===== config.mk =====
export PLATFORM = sky130hd
export DESIGN_NAME = fft_pa2se
export DESIGN_NICKNAME = d
export VERILOG_FILES = /design/src/rtl/fft_pa2se_pkg.sv /design/src/rtl/fft_pa2se.sv
export SDC_FILE = /design/constraint.sdc
export NUM_CORES = 1
export LEC_CHECK = 0
export BUFFER_PORTS_ARGS = -buffer_cell sky130_fd_sc_hd__buf_2
export CAP_MARGIN = 20
export CORE_MARGIN = 8
export CORE_UTILIZATION = 40
export DETAILED_ROUTE_END_ITERATION = 7
export HOLD_SLACK_MARGIN = 0.03
export PLACE_DENSITY = 0.65
export SLEW_MARGIN = 5
export SYNTH_ARGS = -nofsm -noshare
export SYNTH_HDL_FRONTEND = slang
export SYNTH_SLANG_ARGS = --single-unit
export TNS_END_PERCENT = 5

===== constraint.sdc =====
create_clock -name CLK -period 1.7 [get_ports CLK]
set_input_delay 0 -clock CLK [delete_from_list [all_inputs] [get_ports CLK]]
set_output_delay 0 -clock CLK [all_outputs]
set_load 0.02 [all_outputs]

===== src/rtl/fft_pa2se_pkg.sv =====
// Shared types and constants for the FFT32 parallel-to-serial converter.
// Lane count is fixed at 4, so the lane counter is 2 bits wide.
package fft_pa2se_pkg;

    localparam int NL    = 4;
    localparam int CNT_W = 2;

    localparam logic [CNT_W-1:0] CNT_FIRST = 2'd0;
    localparam logic [CNT_W-1:0] CNT_LAST  = 2'd3;

    // state   | meaning
    // S_IDLE  | shift register empty, waiting for START
    // S_SHIFT | shift register holds a vector, one lane out per clock
    typedef enum logic {
        S_IDLE  = 1'b0,
        S_SHIFT = 1'b1
    } ser_state_e;

endpackage


===== src/rtl/fft_pa2se.sv =====
// Parallel-to-serial converter: one 4-lane complex vector in per START,
// one sample out per clock, with a one-entry pending buffer for gap-free streams.
module fft_pa2se
    import fft_pa2se_pkg::*;
#(
    parameter int NB = 16
) (
    input  logic             CLK,
    input  logic             RST,
    input  logic             START,
    input  logic [NL*NB-1:0] IR,
    input  logic [NL*NB-1:0] II,
    output logic [NB-1:0]    DR,
    output logic [NB-1:0]    DI,
    output logic             VLD,
    output logic             RDY,
    output logic             FULL,
    output logic             OVF
);

    ser_state_e         state_q, state_d;
    logic [CNT_W-1:0]   cnt_q, cnt_d;
    logic [NL*NB-1:0]   sr_re_q, sr_re_d, sr_im_q, sr_im_d;
    logic [NL*NB-1:0]   pb_re_q, pb_re_d, pb_im_q, pb_im_d;
    logic               pb_v_q, pb_v_d;
    logic               ovf_q, ovf_d;
    logic [NB-1:0]      dr_q, dr_d, di_q, di_d;
    logic               vld_q, vld_d, rdy_q, rdy_d;

    logic [NB-1:0]      lane_re, lane_im;
    logic               last;

    always_comb begin
        lane_re = '0;
        lane_im = '0;
        case (cnt_q)
            2'd0: begin lane_re = sr_re_q[4*NB-1:3*NB]; lane_im = sr_im_q[4*NB-1:3*NB]; end
            2'd1: begin lane_re = sr_re_q[3*NB-1:2*NB]; lane_im = sr_im_q[3*NB-1:2*NB]; end
            2'd2: begin lane_re = sr_re_q[2*NB-1:NB];   lane_im = sr_im_q[2*NB-1:NB];   end
            default: begin lane_re = sr_re_q[NB-1:0];   lane_im = sr_im_q[NB-1:0];      end
        endcase
    end

    always_comb begin
        state_d = state_q;
        cnt_d   = cnt_q;
        sr_re_d = sr_re_q;
        sr_im_d = sr_im_q;
        pb_re_d = pb_re_q;
        pb_im_d = pb_im_q;
        pb_v_d  = pb_v_q;
        ovf_d   = ovf_q;

        vld_d = (state_q == S_SHIFT);
        rdy_d = vld_d && (cnt_q == CNT_FIRST);
        dr_d  = vld_d ? lane_re : '0;
        di_d  = vld_d ? lane_im : '0;
        last  = vld_d && (cnt_q == CNT_LAST);

        if (state_q == S_IDLE) begin
            if (START) begin
                sr_re_d = IR;
                sr_im_d = II;
                cnt_d   = CNT_FIRST;
                state_d = S_SHIFT;
            end
        end else if (!last) begin
            cnt_d = cnt_q + 2'd1;
            if (START) begin
                if (!pb_v_q) begin
                    pb_re_d = IR;
                    pb_im_d = II;
                    pb_v_d  = 1'b1;
                end else begin
                    ovf_d = 1'b1;
                end
            end
        end else begin
            cnt_d = CNT_FIRST;
            // On the last lane the pending slot drains, so a START here always fits.
            if (pb_v_q) begin
                sr_re_d = pb_re_q;
                sr_im_d = pb_im_q;
                if (START) begin
                    pb_re_d = IR;
                    pb_im_d = II;
                end else begin
                    pb_v_d = 1'b0;
                end
            end else if (START) begin
                sr_re_d = IR;
                sr_im_d = II;
            end else begin
                state_d = S_IDLE;
            end
        end
    end

    always_ff @(posedge CLK) begin
        if (RST) begin
            state_q <= S_IDLE;
            cnt_q   <= '0;
            sr_re_q <= '0;
            sr_im_q <= '0;
            pb_re_q <= '0;
            pb_im_q <= '0;
            pb_v_q  <= 1'b0;
            ovf_q   <= 1'b0;
            dr_q    <= '0;
            di_q    <= '0;
            vld_q   <= 1'b0;
            rdy_q   <= 1'b0;
        end else begin
            state_q <= state_d;
            cnt_q   <= cnt_d;
            sr_re_q <= sr_re_d;
            sr_im_q <= sr_im_d;
            pb_re_q <= pb_re_d;
            pb_im_q <= pb_im_d;
            pb_v_q  <= pb_v_d;
            ovf_q   <= ovf_d;
            dr_q    <= dr_d;
            di_q    <= di_d;
            vld_q   <= vld_d;
            rdy_q   <= rdy_d;
        end
    end

    assign DR   = dr_q;
    assign DI   = di_q;
    assign VLD  = vld_q;
    assign RDY  = rdy_q;
    assign FULL = pb_v_q;
    assign OVF  = ovf_q;

endmodule


**After elaboration in Yosys (flattened, before gate mapping)**

Cells that the tools add are included.

- $add $sub $neg: 1
- Eq/ne operators: 7
- Mux-type cells: 30
- Bitwise logic cells: 2
- Reduce and logical (&&, ||, !) cells: 9

Operators with widths:

| operator | count |
|---|---|
| 64-bit 2-to-1 mux | 18 |
| 16-bit one-hot mux with 3 select lines | 2 |
| 1-bit 2-to-1 mux | 7 |
| 2-bit 2-to-1 mux | 3 |
| 5-bit AND reduction | 1 |
| 2-bit equality test (second input constant) | 2 |
| 2-bit by 1-bit inequality test with 1-bit output (second input constant) | 2 |
| 2-bit inequality test (second input constant) | 2 |
| 4-bit AND reduction | 1 |
| 2-bit nonzero test | 2 |
| 2-bit by 1-bit adder with 2-bit output (second input constant) | 1 |
| 2-bit by 1-bit equality test with 1-bit output (second input constant) | 1 |
| 1-bit logical AND | 2 |
| 2-bit logical NOT | 1 |
| 1-bit inverter | 2 |
| 2-bit AND reduction | 1 |
| 2-bit OR reduction | 1 |

- Register bits after elaboration: 295
- Word-level logic and storage cells: 61

**Depth between registers and ports, before layout**

- Depth after elaboration: 4
- Gate-level depth with buffers: 8

**Worst setup path before layout**

No wires, ideal clock.

- Path kind: reg-to-reg
- Start point: register cnt_q[0]
- End point: register sr_im_q[59]
- Library setup time: 0.142 ns
- Data arrival time: 1.465 ns
- Slack: 0.093 ns
- Stages on the path, launching flop included: 8
- Buffers on the path: 3
- Period minus slack after synthesis: 1.607 ns
- Path through: dfxtp_1 > ha_1 > buf_2 > inv_1 > o21ai_1 > buf_2 > buf_1 > a221oi_1

- Cells in the longest elaborated chain, start to end: 3

Ends and longest elaborated chain:

| element | RTL line | text |
|---|---|---|
| from (decl) | fft_pa2se.sv:22 | `logic [CNT_W-1:0] cnt_q, cnt_d;` |
| from (signal assigned) | fft_pa2se.sv:115 | `cnt_q <= cnt_d;` |
| 2-bit equality test | fft_pa2se.sv:58 | `last = vld_d && (cnt_q == CNT_LAST);` |
| 1-bit logical AND | fft_pa2se.sv:58 |  |
| 2-bit by 1-bit inequality test with 1-bit output (no source line) | - |  |
| to (signal assigned) | fft_pa2se.sv:117 | `sr_im_q <= sr_im_d;` |
| to (decl) | fft_pa2se.sv:23 | `logic [NL*NB-1:0] sr_re_q, sr_re_d, sr_im_q, sr_im_d;` |

No other way between the ends.
A chain may end at the register's enable or synchronous reset.

**Worst setup path in the final report**

- Start point: register cnt_q[0]
- End point: register pb_im_q[45]

- Cells in the longest elaborated chain, start to end: 4
- Elaborated cells on any way between the ends: 7
- Those cells by class: eq/ne: 3; mux: 1; reduce/logical: 3

Ends and longest elaborated chain:

| element | RTL line | text |
|---|---|---|
| 2-bit equality test (*) | fft_pa2se.sv:58 |  |
| 1-bit logical AND (*) | fft_pa2se.sv:58 |  |
| 2-bit by 1-bit inequality test with 1-bit output (no source line), or another cell as far along | - |  |
| 5-bit AND reduction (no source line) | - |  |
| to (signal assigned) | fft_pa2se.sv:119 | `pb_im_q <= pb_im_d;` |
| to (decl) | fft_pa2se.sv:24 | `logic [NL*NB-1:0] pb_re_q, pb_re_d, pb_im_q, pb_im_d;` |

Mark *: on every way between the ends. The rest lies on a longest branch, timed or not.

==> flow_summary.toml <==
[setup_path]
start_to_end_type_of_the_worst_setup_path = "register to register"
crit_path_max_fanout = 18
timing.reg2reg.worst_path_depth = 7
timing.rr.start = "cnt_q[0]"
r2r-end = "pb_im_q[45]"
crit_required_ns = 2.18
worstSetupEndpointType = "register"
crit_path_start = "cnt_q[0]"
critical_path_start_type = "register"
max_stage_delay_ns = 0.34
standard_cell_with_the_maximum_stage_delay_on_the_critical_path = "sky130_fd_sc_hd__dfxtp_2"
setup_slack_of_the_most_critical_reg_to_reg_path_ns = -0.02
crit_path_cell_trace = "buf_6 > ha_4 > xnor2_2 > and3_4 > buf_4 > clkbuf_16 > mux2i_1"
timing.critical_path.arrival_ns = 2.20

[power_and_ir_drop]
total_power_consumption_mw = 17.25
leakage_power_nw = 6.891
power.density_nw_per_um2 = 931.9
sequentialPowerShare_pct = 44.7
power.ir.vdd_worst_uv = 769.1
comb_power_share_pct = 15.7
power_switching_share_pct = 26.25
power.switching_mw = 4.528
cell_internal_pwr_mw = 12.72
clkPwrFrac_pct = 39.6

[synth]
synth_fp_nets = 1616
yosys.area.top_type_share_pct = 40.97
synth.largest_area_cell = "sky130_fd_sc_hd__dfxtp_1"
syn-mean-instance-area_sq_um = 9.739
syn-instance-count = 1480
synth.cells.most_frequent = "sky130_fd_sc_hd__dfxtp_1 (295), sky130_fd_sc_hd__nand2b_1 (257), sky130_fd_sc_hd__mux2i_1 (256), sky130_fd_sc_hd__o21ai_0 (143)"
synthMostInstantiatedCell = "sky130_fd_sc_hd__dfxtp_1"
synth_async_sr_flop_share_pct = 0
ys_warn_count = 0
mappedNetlistArea_sq_um = 14410
yosysUniqueCellTypes = 26
synth-edff-count = 0
seq_area_frac_synth_pct = 40.97
synthFlopType = "sky130_fd_sc_hd__dfxtp_1"
synth_top_cells_by_area = "sky130_fd_sc_hd__dfxtp_1 (41%), sky130_fd_sc_hd__mux2i_1 (18%), sky130_fd_sc_hd__nand2b_1 (11%), sky130_fd_sc_hd__a221oi_1 (7.8%), sky130_fd_sc_hd__nand3b_1 (6.7%)"
ys_ff_latch = 295

[sta]
timing.setup.tns_ns = -0.2051
fin_clk_skew_ns = 0.01098
worstMarginPinSlew_ns = 0.6239
fmax_mhz = 580.9
final-hold-violation-count = 0
rsz0062_at_grt = "true"
final.period_utilization_pct = 101.3
post-route-worst-setup-slack_ns = -0.02142
worst_slew_margin_rel_pct = 58.41
timing.final.max_slew_violations = 0
setup_violations = 21
period_minus_slack_ns = 1.721

[finish]
area_delta_synth_final_pct = 28.42
finish.utilization_pct = 52.04
design.final.nets = 1858
layout.cells.non_filler = 2208
final_layout_size_suffix_gt1_share_pct = 16.92

[die]
die_area_sq_um = 42360
die-height_um = 205.8
floorplan.rows = 69
start_util_pct = 40.52
die-width_um = 205.8
core_area_sq_um = 35570
floorplan.io_pins = 167

[place]
detailed_place_hpwl_mm = 28.35
port_buffers = 166
place_inst = 2002
pre_cts_worst_setup_slack_ns = -0.004482
finalWeightedCongestion = 0.7642

[hold_path]
hold_path.startpoint = "IR[11]"
hold_path_depth = 4
hold-path-endpoint = "pb_re_q[11]"
hp-class = "primary input to register"

[drt]
detail_route.iter0.violations = 1197
ant_nets = 0
detail_route.drc_violations = 0
drt_pre_antenna_iters = 8
route.detailed.vias_per_inst = 5.722
drt_wl_total_mm = 45.48
wl_per_cell_um = 20.60
total_vias_in_the_final_route = 12640

[clock_network]
cts_tree = "done"
cts_buffers = 31
cts_sinks = 295
cts.clk_slew.worst_paths_ns = 0.06
ctsRootBufferMaster = "sky130_fd_sc_hd__clkbuf_16"
htree_levels = 1
cts.path.max_buffers = 3
insertion_delay_ns = 0.56

[grt]
initial_antenna_violation_count = 4
wire_length_of_the_first_global_routing_pass_mm = 69.78
grt_remaining_overflow = 0
grt_use_total_pct = 20.26
first_global_vias = 12190
maximum_number_of_pins_on_one_net_before_global_route_repair = 154

[flow_run]
drv_cap = 0

[run_status]
violations = "setup timing"
status = "finished with violations"
-- critical path, delay by kind of cell, from the launching register on --
family        cells  cell delay (ns)
xor+xnor          1             0.12
simple gates      1             0.27
mux               1             0.21
buf+inv           3             0.49
flops             1             0.34
fa+ha+maj         1             0.19
-- kinds of logic (layout without fill, tap and decap cells) --
logic type	count (synthesis)	in the layout	synth area share, %
and+or+nand+nor	394	394	18.17
other	0	3	0
xor gates and xnor gates	1	1	0.06077
buffers and inverters	170	434	5.616
adders and majority gates	5	5	0.4340
muxes	256	256	17.78
DFF	295	295	40.97
AOI/OAI and AO/OA	359	359	16.97
-- through the flow --
| step | hold slack, ns | instance area (sq um) |
|---|---|---|
| after detailed placement | 0.2814 | 15860 |
| after CTS | 0.2377 | 18300 |
| after floorplan | 0.1549 | 14410 |
| after global routing | 0.2764 | 18510 |
| final | 0.2635 | 18510 |
| after global placement | 0.2737 | 15860 |
-- per-layer routing --
metal  GRT usage, %  vias to the layer above  wire [um]
met5              0                        -         13
met4          6.793                        2       1377
met3          3.212                       86       3120
met2          30.59                      447      20110
met1          28.95                     6156      20860
li1               -                     5944          -
-- worst max-delay path by stage --
stage	to	slack, ns	cells past startpoint
after floorplan	sr_im_q[59]	0.09	7
after global placement	DR[13]	0.05	6
after detailed placement	pb_im_q[54]	-0.004	6
after CTS	pb_im_q[54]	-0.005	6
after global routing	sr_im_q[33]	-0.12	7
final	pb_im_q[45]	-0.02	7
-- timing repair --
item / in CTS / in global routing
setup buffers: 0 / 4
hold buffers: 140 / 0
setup endpoints to repair: 29 / 153
cloned: 0 / 4
pin swaps: 1 / 4
resized for setup: 4 / 16
endpoints found under the hold margin: 257 / 0
-- power groups by stage --
| stage | combinational (mW) | clock, mW | sequential, mW |
|---|---|---|---|
| 3_3_place_gp | 2.30 | 0 | 7.82 |
| 3_5_place_dp | 2.35 | 0 | 7.84 |
| 5_1_grt | 2.92 | 7.24 | 7.75 |
| 2_1_floorplan | 1.53 | 0 | 7.74 |
| 4_1_cts | 2.64 | 6.94 | 7.69 |
| 6_report | 2.71 | 6.84 | 7.71 |
-- area by class of cell --
cell class	instances	area (sq um)
Tap cell	461	576.8
Sequential cell	295	5914
Multi-Input combinational cell	1015	7749
Antenna cell	3	7.507
Clock buffer	46	922.1
Fill cell	3186	17060
Inverter	5	18.77
Clock inverter	9	97.59
Timing Repair Buffer	374	3224
-- state kept, by name, summed over array words and instances (netlist names) --
signal	flops
DR	16
cnt_q	2
DI	16
sr_im_q	64
sr_re_q	64
pb_im_q	64
RDY	1
pb_re_q	64
VLD	1
OVF	1
state_q	1
FULL	1
-- cell usage in the layout (no fill, tap or decap), types with 2 or more instances in the layout --
| cell type | netlist | final |
|---|---|---|
| sky130_fd_sc_hd__a21oi_1 | 35 | 35 |
| sky130_fd_sc_hd__a221oi_1 | 128 | 128 |
| sky130_fd_sc_hd__a222oi_1 | 32 | 32 |
| sky130_fd_sc_hd__buf_12 | 0 | 21 |
| sky130_fd_sc_hd__buf_16 | 0 | 5 |
| sky130_fd_sc_hd__buf_2 | 29 | 164 |
| sky130_fd_sc_hd__buf_4 | 8 | 32 |
| sky130_fd_sc_hd__buf_6 | 14 | 4 |
| sky130_fd_sc_hd__buf_8 | 0 | 3 |
| sky130_fd_sc_hd__bufinv_16 | 0 | 2 |
| sky130_fd_sc_hd__clkbuf_1 | 104 | 6 |
| sky130_fd_sc_hd__clkbuf_16 | 0 | 35 |
| sky130_fd_sc_hd__clkbuf_8 | 0 | 10 |
| sky130_fd_sc_hd__clkinv_2 | 0 | 6 |
| sky130_fd_sc_hd__dfxtp_1 | 295 | 292 |
| sky130_fd_sc_hd__dfxtp_4 | 0 | 2 |
| sky130_fd_sc_hd__diode_2 | 0 | 3 |
| sky130_fd_sc_hd__dlygate4sd3_1 | 0 | 140 |
| sky130_fd_sc_hd__ha_1 | 5 | 3 |
| sky130_fd_sc_hd__inv_1 | 4 | 4 |
| sky130_fd_sc_hd__mux2i_1 | 256 | 253 |
| sky130_fd_sc_hd__mux2i_2 | 0 | 3 |
| sky130_fd_sc_hd__nand2b_1 | 257 | 257 |
| sky130_fd_sc_hd__nand3b_1 | 128 | 128 |
| sky130_fd_sc_hd__nor2_1 | 4 | 4 |
| sky130_fd_sc_hd__nor3b_1 | 2 | 2 |
| sky130_fd_sc_hd__o21ai_0 | 143 | 142 |
| sky130_fd_sc_hd__o21ai_1 | 18 | 18 |
No activity file was read; power rests on OpenSTA's default activity.
